===== src/rtl/mux4x1_lane_sched_pkg.sv =====
// Shared widths, lane/byte types and the round-robin lane search used by the
// four-lane byte scheduler.
package mux4x1_lane_sched_pkg;

  localparam int unsigned LANES  = 4;
  localparam int unsigned LANE_W = 2;
  localparam int unsigned BYTE_W = 8;

  typedef logic [BYTE_W-1:0] byte_t;
  typedef logic [LANE_W-1:0] lane_t;

  localparam byte_t IDLE_BYTE_DEF = 8'h00;

  typedef struct packed {
    logic  found;
    lane_t lane;
  } pick_t;

  // First lane with data, starting at ptr and wrapping modulo LANES.
  function automatic pick_t rr_pick(input logic [LANES-1:0] nonempty, input lane_t ptr);
    pick_t p;
    lane_t c;
    p = '0;
    for (int unsigned k = 0; k < LANES; k++) begin
      c = ptr + lane_t'(k);
      if (!p.found && nonempty[c]) begin
        p.found = 1'b1;
        p.lane  = c;
      end
    end
    return p;
  endfunction

endpackage


===== src/rtl/mux4x1_lane_sched_if.sv =====
// Lane push handshake and merged output stream of the four-lane scheduler.
interface mux4x1_lane_sched_if;
  import mux4x1_lane_sched_pkg::*;

  byte_t             in0, in1, in2, in3;
  logic [LANES-1:0]  valid;
  logic [LANES-1:0]  ready;
  logic              out_ready;
  byte_t             out;
  logic              out_valid;
  lane_t             out_lane;
  logic [LANES-1:0]  lane_full;

  modport master (
    output in0, in1, in2, in3, valid, out_ready,
    input  ready, out, out_valid, out_lane, lane_full
  );

  modport slave (
    input  in0, in1, in2, in3, valid, out_ready,
    output ready, out, out_valid, out_lane, lane_full
  );

endinterface


===== src/rtl/mux4x1_lane_sched_lane_fifo.sv =====
// Per-lane synchronous FIFO; push is refused when full, pop when empty.
module lane_fifo #(
  parameter int unsigned WIDTH = 8,
  parameter int unsigned DEPTH = 4
) (
  input  logic                     clk,
  input  logic                     reset,
  input  logic                     push,
  input  logic [WIDTH-1:0]         din,
  input  logic                     pop,
  output logic [WIDTH-1:0]         head,
  output logic [$clog2(DEPTH):0]   count,
  output logic                     full,
  output logic                     empty
);

  localparam int unsigned AW = $clog2(DEPTH);

  logic [WIDTH-1:0] mem [DEPTH];
  logic [AW-1:0]    wr_ptr, rd_ptr;
  logic             do_push, do_pop;

  assign full    = (count == (AW+1)'(DEPTH));
  assign empty   = (count == '0);
  assign head    = mem[rd_ptr];
  // No bypass: a full FIFO refuses the push even when it pops the same cycle.
  assign do_push = push & ~full;
  assign do_pop  = pop & ~empty;

  always_ff @(posedge clk) begin
    if (reset) begin
      wr_ptr <= '0;
      rd_ptr <= '0;
      count  <= '0;
    end else begin
      if (do_push) begin
        mem[wr_ptr] <= din;
        wr_ptr      <= wr_ptr + 1'b1;
      end
      if (do_pop)
        rd_ptr <= rd_ptr + 1'b1;
      count <= count + (AW+1)'(do_push) - (AW+1)'(do_pop);
    end
  end

endmodule


===== src/rtl/mux4x1_lane_sched.sv =====
// Round-robin scheduler merging four lane FIFOs onto one registered byte
// stream tagged with its source lane, with downstream backpressure.
module mux4x1_lane_sched
  import mux4x1_lane_sched_pkg::*;
#(
  parameter int unsigned DEPTH     = 4,
  parameter byte_t       IDLE_BYTE = IDLE_BYTE_DEF
) (
  input logic              clk,
  input logic              reset,
  mux4x1_lane_sched_if.slave bus
);

  localparam int unsigned CW = $clog2(DEPTH) + 1;

  byte_t            lane_data [LANES];
  byte_t            head      [LANES];
  logic [CW-1:0]    count     [LANES];
  logic [LANES-1:0] full, empty, pop, ready;
  lane_t            ptr;
  pick_t            pick;
  logic             advance;

  assign lane_data[0] = bus.in0;
  assign lane_data[1] = bus.in1;
  assign lane_data[2] = bus.in2;
  assign lane_data[3] = bus.in3;

  for (genvar i = 0; i < LANES; i++) begin : g_lane
    assign ready[i] = ~reset & (count[i] < CW'(DEPTH));

    lane_fifo #(
      .WIDTH (BYTE_W),
      .DEPTH (DEPTH)
    ) u_fifo (
      .clk   (clk),
      .reset (reset),
      .push  (bus.valid[i] & ready[i]),
      .din   (lane_data[i]),
      .pop   (pop[i]),
      .head  (head[i]),
      .count (count[i]),
      .full  (full[i]),
      .empty (empty[i])
    );
  end

  assign bus.ready     = ready;
  assign bus.lane_full = full;

  always_comb begin
    pop     = '0;
    advance = ~bus.out_valid | bus.out_ready;
    pick    = rr_pick(~empty, ptr);
    if (advance && pick.found)
      pop[pick.lane] = 1'b1;
  end

  always_ff @(posedge clk) begin
    if (reset) begin
      bus.out       <= IDLE_BYTE;
      bus.out_valid <= 1'b0;
      bus.out_lane  <= '0;
      ptr           <= '0;
    end else if (advance) begin
      if (pick.found) begin
        bus.out       <= head[pick.lane];
        bus.out_lane  <= pick.lane;
        bus.out_valid <= 1'b1;
        ptr           <= pick.lane + lane_t'(1);
      end else begin
        bus.out       <= IDLE_BYTE;
        bus.out_valid <= 1'b0;
      end
    end
  end

endmodule

===== src/flat_wrapper.sv =====
// flat-port wrapper written by rule: the top's interface ports become plain ports
module mux4x1_lane_sched_flat import mux4x1_lane_sched_pkg::*;
#(
  parameter int unsigned DEPTH     = 4,
  parameter byte_t       IDLE_BYTE = IDLE_BYTE_DEF
)
  (clk, reset, bus_in0, bus_in1, bus_in2, bus_in3, bus_valid, bus_out_ready, bus_ready, bus_out, bus_out_valid, bus_out_lane, bus_lane_full);
  mux4x1_lane_sched_if bus_i ();
  input logic clk;
  input logic reset;
  input wire logic [$bits(bus_i.in0)-1:0] bus_in0;
  input wire logic [$bits(bus_i.in1)-1:0] bus_in1;
  input wire logic [$bits(bus_i.in2)-1:0] bus_in2;
  input wire logic [$bits(bus_i.in3)-1:0] bus_in3;
  input wire logic [$bits(bus_i.valid)-1:0] bus_valid;
  input wire logic [$bits(bus_i.out_ready)-1:0] bus_out_ready;
  output wire logic [$bits(bus_i.ready)-1:0] bus_ready;
  output wire logic [$bits(bus_i.out)-1:0] bus_out;
  output wire logic [$bits(bus_i.out_valid)-1:0] bus_out_valid;
  output wire logic [$bits(bus_i.out_lane)-1:0] bus_out_lane;
  output wire logic [$bits(bus_i.lane_full)-1:0] bus_lane_full;
  assign bus_i.in0 = bus_in0;
  assign bus_i.in1 = bus_in1;
  assign bus_i.in2 = bus_in2;
  assign bus_i.in3 = bus_in3;
  assign bus_i.valid = bus_valid;
  assign bus_i.out_ready = bus_out_ready;
  assign bus_ready = bus_i.ready;
  assign bus_out = bus_i.out;
  assign bus_out_valid = bus_i.out_valid;
  assign bus_out_lane = bus_i.out_lane;
  assign bus_lane_full = bus_i.lane_full;
  mux4x1_lane_sched #(.DEPTH(DEPTH), .IDLE_BYTE(IDLE_BYTE)) u_core (.clk(clk), .reset(reset), .bus(bus_i));
endmodule

===== config.mk =====
export PLATFORM = sky130hd
export DESIGN_NAME = mux4x1_lane_sched_flat
export DESIGN_NICKNAME = d
export VERILOG_FILES = /design/src/rtl/mux4x1_lane_sched_pkg.sv /design/src/rtl/mux4x1_lane_sched_if.sv /design/src/rtl/mux4x1_lane_sched_lane_fifo.sv /design/src/rtl/mux4x1_lane_sched.sv /design/src/flat_wrapper.sv
export SDC_FILE = /design/constraint.sdc
export NUM_CORES = 1
export LEC_CHECK = 0
export BUFFER_PORTS_ARGS = -buffer_cell sky130_fd_sc_hd__buf_2
export CORE_ASPECT_RATIO = 1.4
export CORE_MARGIN = 2
export CORE_UTILIZATION = 50
export CTS_CLUSTER_DIAMETER = 50
export DETAILED_ROUTE_END_ITERATION = 6
export GPL_ROUTABILITY_DRIVEN = 0
export PLACE_DENSITY = 0.68
export SLEW_MARGIN = 20
export SYNTH_ARGS = -nofsm -noshare
export SYNTH_HDL_FRONTEND = slang
export SYNTH_SLANG_ARGS = --single-unit

===== constraint.sdc =====
create_clock -name clk -period 6.1 [get_ports clk]
set_input_delay 0.61 -clock clk [delete_from_list [all_inputs] [get_ports clk]]
set_output_delay 0.61 -clock clk [all_outputs]
set_load 0.005 [all_outputs]

# Yosys cells after proc, flatten, opt, wreduce, memory -nomap -nowiden
# Memory sizes are Yosys's and may differ from the RTL's. A register that Yosys moved wholly into a read port is not among the register bits.
# Cells that the tools add are included.
# classes
n_lt_le_gt_ge,11
n_reduce_logical,13
bitwise_logic,29
n_eq_ne,4
n_addsub,20
mux,40
# op_table
cell,n
$mux W8,3
$add A2 B1 Y2 const B,10
$mux W1,18
$and A1 B1 Y1,16
$bmux W8 S2,1
$mux W2,8
$lt A2 B3 Y1 const B,5
$add A3 B1 Y3,4
$eq A3 B3 Y1 const B,4
$logic_not A3 Y1,4
$lt A3 B3 Y1 const B,4
$mux W3,4
$sub A3 B1 Y3,4
$not A1 Y1,10
$bmux W1 S2,4
$logic_and A1 B1 Y1,5
$add A2 B2 Y2 const B,2
$mux W4,1
$not A4 Y4,1
$ge A3 B3 Y1 const B,1
$logic_not A1 Y1,3
$not A2 Y3,1
$demux W1 S2,1
$ge A2 B1 Y1 const B,1
other kinds (2),2
# word_totals
reg_bits,41
n_memories,4
ramBits,128
output_inout_bits,19
# memory_table
name,words,word_bits,read_ports,rd_ports_with_merged_regs,wr,line_no,source
u_core.g_lane[0].u_fifo.mem,4,8,1,1,1,mux4x1_lane_sched_lane_fifo.sv:19,logic [WIDTH-1:0] mem [DEPTH];
u_core.g_lane[1].u_fifo.mem,4,8,1,1,1,mux4x1_lane_sched_lane_fifo.sv:19,
u_core.g_lane[2].u_fifo.mem,4,8,1,1,1,mux4x1_lane_sched_lane_fifo.sv:19,
u_core.g_lane[3].u_fifo.mem,4,8,1,1,1,mux4x1_lane_sched_lane_fifo.sv:19,

# Longest topological paths before layout
# depth
word_depth,22
mapped_depth,12
mapped_depth_nobuf,12

# By module
# From an unflattened synthesis, not the netlist that was laid out.
# unflattened
cells_unflattened,468
area_unflattened_um2,7399.6
# by_module_without_submodules
module,cells_each,n_inst,area_per_inst_um2
lane_fifo,93,4,1641.6
mux4x1_lane_sched,96,1,833.3

# Worst setup path before layout
# Ideal clock, no wire load.
# synth_timing
path_type,reg2reg
startpoint,reg u_core.g_lane[3].u_fifo.count[2]
endpoint,reg u_core.g_lane[0].u_fifo.count[2]
setup_time_ns,0.128
n_path_buf,0
setup_slack_ns,3.299
arrival_ns,2.674
stages_incl_launch_ff,12
path_cell_list,dfxtp_1 or3_4 o32a_4 nor4_4 ha_1 inv_1 ha_1 inv_1 fa_1 xor2_1 xnor2_1 nor2_1
# synth_between
elab_chain_len,21
elab_cells_between_ends,29
classes_between,add/sub (1); order compare (2); mux (15); bitwise (2); reduce/logical (9)
# synth_rtl
item,line_no,source
start: declaration,mux4x1_lane_sched_lane_fifo.sv:12,"output logic [$clog2(DEPTH):0] count,"
start signal: assignment,mux4x1_lane_sched_lane_fifo.sv:42,count <= count + (AW+1)'(do_push) - (AW+1)'(do_pop);
$logic_not A3 Y1 (*),mux4x1_lane_sched_lane_fifo.sv:24,assign empty = (count == '0);
$not A4 Y4 (*),mux4x1_lane_sched.sv:54,"pick = rr_pick(~empty, ptr);"
$bmux W1 S2,mux4x1_lane_sched_pkg.sv:26,if (!p.found && nonempty[c]) begin
$mux W1 (implied by the code),mux4x1_lane_sched_pkg.sv:26,
$mux W3,mux4x1_lane_sched_pkg.sv:26,
$logic_not A1 Y1,mux4x1_lane_sched_pkg.sv:26,
$logic_and A1 B1 Y1,mux4x1_lane_sched_pkg.sv:26,
$mux W3,mux4x1_lane_sched_pkg.sv:26,
(+6 left out),n/a,
$lt A2 B3 Y1 (implied by the code) or $ge A2 B1 Y1 (tied branches),mux4x1_lane_sched.sv:56,pop[pick.lane] = 1'b1;
$logic_and A1 B1 Y1 (implied by the code),mux4x1_lane_sched.sv:56,
$mux W1 (implied by the code),mux4x1_lane_sched.sv:56,
$demux W1 S2,n/a,
$mux W4 (*),mux4x1_lane_sched.sv:55,if (advance && pick.found)
$and A1 B1 Y1 (*),mux4x1_lane_sched_lane_fifo.sv:28,assign do_pop = pop & ~empty;
net u_core.g_lane[0].u_fifo.do_pop,mux4x1_lane_sched_lane_fifo.sv:21,"logic do_push, do_pop;"
$sub A3 B1 Y3 (*),mux4x1_lane_sched_lane_fifo.sv:42,
end signal: assignment,mux4x1_lane_sched_lane_fifo.sv:42,
end: declaration,mux4x1_lane_sched_lane_fifo.sv:12,
# The timed path passes the listed nets; every way through them passes the cells marked *. The select of a mux whose other input is x is not followed.
# A chain may end at the register's enable or synchronous reset.

# Final worst setup path
# layout_timing
startpoint,reg u_core.g_lane[0].u_fifo.count[1]
endpoint,reg u_core.g_lane[3].u_fifo.count[2]
# layout_between
elab_chain_len,21
elab_cells_between_ends,29
classes_between,add/sub (1); order compare (2); mux (15); bitwise (2); reduce/logical (9)
# layout_rtl
item,line_no
$logic_not A3 Y1 (*),mux4x1_lane_sched_lane_fifo.sv:24
$not A4 Y4 (*),mux4x1_lane_sched.sv:54
$bmux W1 S2,mux4x1_lane_sched_pkg.sv:26
$mux W1 (implied by the code),mux4x1_lane_sched_pkg.sv:26
$mux W3,mux4x1_lane_sched_pkg.sv:26
$logic_not A1 Y1,mux4x1_lane_sched_pkg.sv:26
$logic_and A1 B1 Y1,mux4x1_lane_sched_pkg.sv:26
$mux W3,mux4x1_lane_sched_pkg.sv:26
(+6 left out),n/a
$lt A2 B3 Y1 (implied by the code) or $ge A2 B1 Y1 (tied branches),mux4x1_lane_sched.sv:56
$logic_and A1 B1 Y1 (implied by the code),mux4x1_lane_sched.sv:56
$mux W1 (implied by the code),mux4x1_lane_sched.sv:56
$demux W1 S2,n/a
$mux W4 (*),mux4x1_lane_sched.sv:55
$and A1 B1 Y1 (*),mux4x1_lane_sched_lane_fifo.sv:28
net u_core.g_lane[3].u_fifo.do_pop,mux4x1_lane_sched_lane_fifo.sv:21
$sub A3 B1 Y3 (*),mux4x1_lane_sched_lane_fifo.sv:42
# Marked as above.

==> reports/qor.csv <==
metric,value,unit
cts_root_buf,clkbuf_16,
postSynth.asyncResetShare,0,%
placed_area,7960,µm²
worstHoldPathType,input pin to flop,
outcome,completed,
vias,4090,
design_area,8530,µm²
critical_path_required,6.38,ns
rows,53,
crit_path_start_kind,flop,
cts.sinks,177,
crit_chain,"nor3_4, o221ai_2, a21oi_4, and3_1, ha_1, inv_1, ha_1, inv_1, fa_1, xor2_1, xnor2_1, nor2_1",
grt_max_degree,38,
synth_top_area_share,50.9,%
insertion_delay,0.42,ns
wl_per_cell,19.5,µm
h-tree-depth,4,
fp.dieW,108,µm
syn_avg_cell_area,15.9,µm²
dp_hpwl,10.1,mm
ios,58,
layout-drive-gt1-share,29.1,%
crit_path_end_kind,flop,
die_h,149,µm
ys_warn_count,0,
cts_tree,yes,
post-cts-setup-buffers,0,
worst-r2r-cell-count,12,
fin_worst_skew,0.00879,ns
grt_pass1_wl,22.3,mm
grt_usage,18.9,%
yosysTopAreaCell,edfxtp_1,
rrSetupSlack,2.58,ns
cellLeakagePower,3.10,nW
synth_common_cells,"128 x edfxtp_1, 49 x dfxtp_1, 32 x mux4_2",
ctsResizeCount,0,
syn_area,7550,µm²
syn_inst,474,
antenna_found_initial,0,
power.density,444,nW/µm²
holdPathStages,1,
path_buf_inv,2,
fin_crit,3.52,ns
grt-ovfl-total,0,
yosysMostFrequentCell,edfxtp_1,
cp.depth,12,
drt_first_pass_iters,4,
dominantRegCellSynth,edfxtp_1,
drt_first_iter_violations,203,
drc,0,
grt_pass1_vias,4259,
clockBufferDepth,2,
synth_edf_count,128,
path_delay_family,compound AO/OA/AOI/OAI gates,
portBuffers,57,
hold_viol_final,0,
clkTransAtPathRegs,0.07,ns
yosys.cell_types.count,47,
holdBufCountCts,0,
initial_core_util,50.6,%
maxCapViolCount,0,
routed_via_density,5.60,
ys_seq_area_share,63.9,%
rsz0062_at_grt,no,
slew_violations,0,
cp_max_fo,28,
slew_headroom,33.2,%
timing.fmax,284,MHz
irDropWorstVdd,0.000220,V
tightest_slew,1.00,ns
diodes,0,
coreArea,14900,µm²
max_stage_delay,0.81,ns
cts_made_buffers,17,
postRouteWirelength,14.3,mm
critical_path_class,flop to flop,
die-area,16100,µm²
cp.arrival,3.80,ns
syn-num-nets,541,
setup_viol,0,
drt.antenna.violating_nets,0,
timing.final.crit_share,57.7,%
area_growth,13.0,%
synth_seq_cells,177,
fin_tns_setup,0,ns
crit_slowest_cell,a21oi_4,
finalNetCount,594,
synth_top_cells_by_area,"edfxtp_1 51%, dfxtp_1 13%, mux4_2 9.5%, ha_1 4.0%, mux2_2 2.7%",
## kinds of logic after synthesis
family / Yosys count / share of synthesized area (%)
buffers and inverters: 50 / 3.00
adders and majority gates: 28 / 5.04
AOI/OAI and AO/OA: 41 / 5.14
DFF: 177 / 63.9
xor gates and xnor gates: 13 / 1.51
and+or+nand+nor: 104 / 7.63
muxes: 61 / 13.8
## power by group
part / switching [W] / leakage, nW / internal [W]
sequential: 0.000135 / 1.56 / 0.00142
clock: 0.000450 / 0.268 / 0.000601
combinational: 0.000622 / 1.27 / 0.000563
total: 0.00121 / 3.10 / 0.00258
## metal layers
metal / GRT usage, % / vias up / routed length (µm)
met5: 0 / - / 0
met3: 4.67 / 20 / 504
met2: 33.5 / 83 / 7580
met4: 7.56 / 0 / 354
li1: - / 1899 / -
met1: 21.6 / 2088 / 5850
## stage by stage
stage / setup slack, ns / total power, W / hold slack, ns / util (%) / instances
finish: 2.58 / 0.00379 / 0.399 / 57.2 / 731
global placement: 2.60 / 0.00273 / 0.480 / 53.4 / 700
CTS: 2.56 / 0.00381 / 0.382 / 57.2 / 731
detailed placement: 2.52 / 0.00277 / 0.492 / 53.4 / 700
floorplan: 3.30 / 0.00250 / 0.453 / - / 474
global route: 2.28 / 0.00399 / 0.380 / 57.2 / 731
## cells in the final DEF (no fill, tap or decap), types with 2 or more instances in the layout
master,n
a21oi_1,9
nor3b_1,4
o31ai_1,5
buf_2,57
a221oi_1,2
mux4_2,32
a211oi_1,2
nand2_1,21
fa_1,4
nor3_4,2
clkbuf_16,17
nor3_1,3
clkinv_1,2
nor2_1,28
mux2i_1,10
edfxtp_1,128
a221oi_2,6
xor2_1,2
clkinv_4,3
inv_6,2
or3_1,2
dfxtp_1,49
and2_1,4
buf_4,4
bufinv_16,2
xnor2_1,11
and3_1,18
a22oi_1,8
nand4_1,2
mux2_2,18
ha_1,24
inv_1,23
o221ai_2,2
clkinvlp_4,3
nor2b_1,14
## path summary, 6_finish.rpt
| kind | from | end |
|---|---|---|
| min reg2reg | u_core.g_lane[0].u_fifo.rd_ptr[1] | u_core.g_lane[0].u_fifo.rd_ptr[1] |
| max reg2reg | u_core.g_lane[0].u_fifo.count[1] | u_core.g_lane[3].u_fifo.count[2] |
| max | u_core.g_lane[0].u_fifo.count[1] | u_core.g_lane[3].u_fifo.count[2] |
| min | bus_in2[1] | u_core.g_lane[2].u_fifo.mem[0][1] |
## state kept, by name, indices dropped and copies added (netlist names), named ones only
name                         flops
u_core.g_lane.u_fifo.count      12
u_core.bus.out_valid             1
u_core.g_lane.u_fifo.mem       128
u_core.ptr                       2
u_core.bus.out                   8
u_core.g_lane.u_fifo.wr_ptr      8
u_core.g_lane.u_fifo.rd_ptr      8
u_core.bus.out_lane              2
## cell type report
cell class / count / area (µm²)
Tap cell: 192 / 240
Timing Repair Buffer: 61 / 315
Inverter: 23 / 86.3
Sequential cell: 177 / 4820
Clock buffer: 18 / 429
Multi-Input combinational cell: 247 / 2500
Clock inverter: 13 / 139
Fill cell: 1164 / 6390
(Power assumes the default switching activity.)
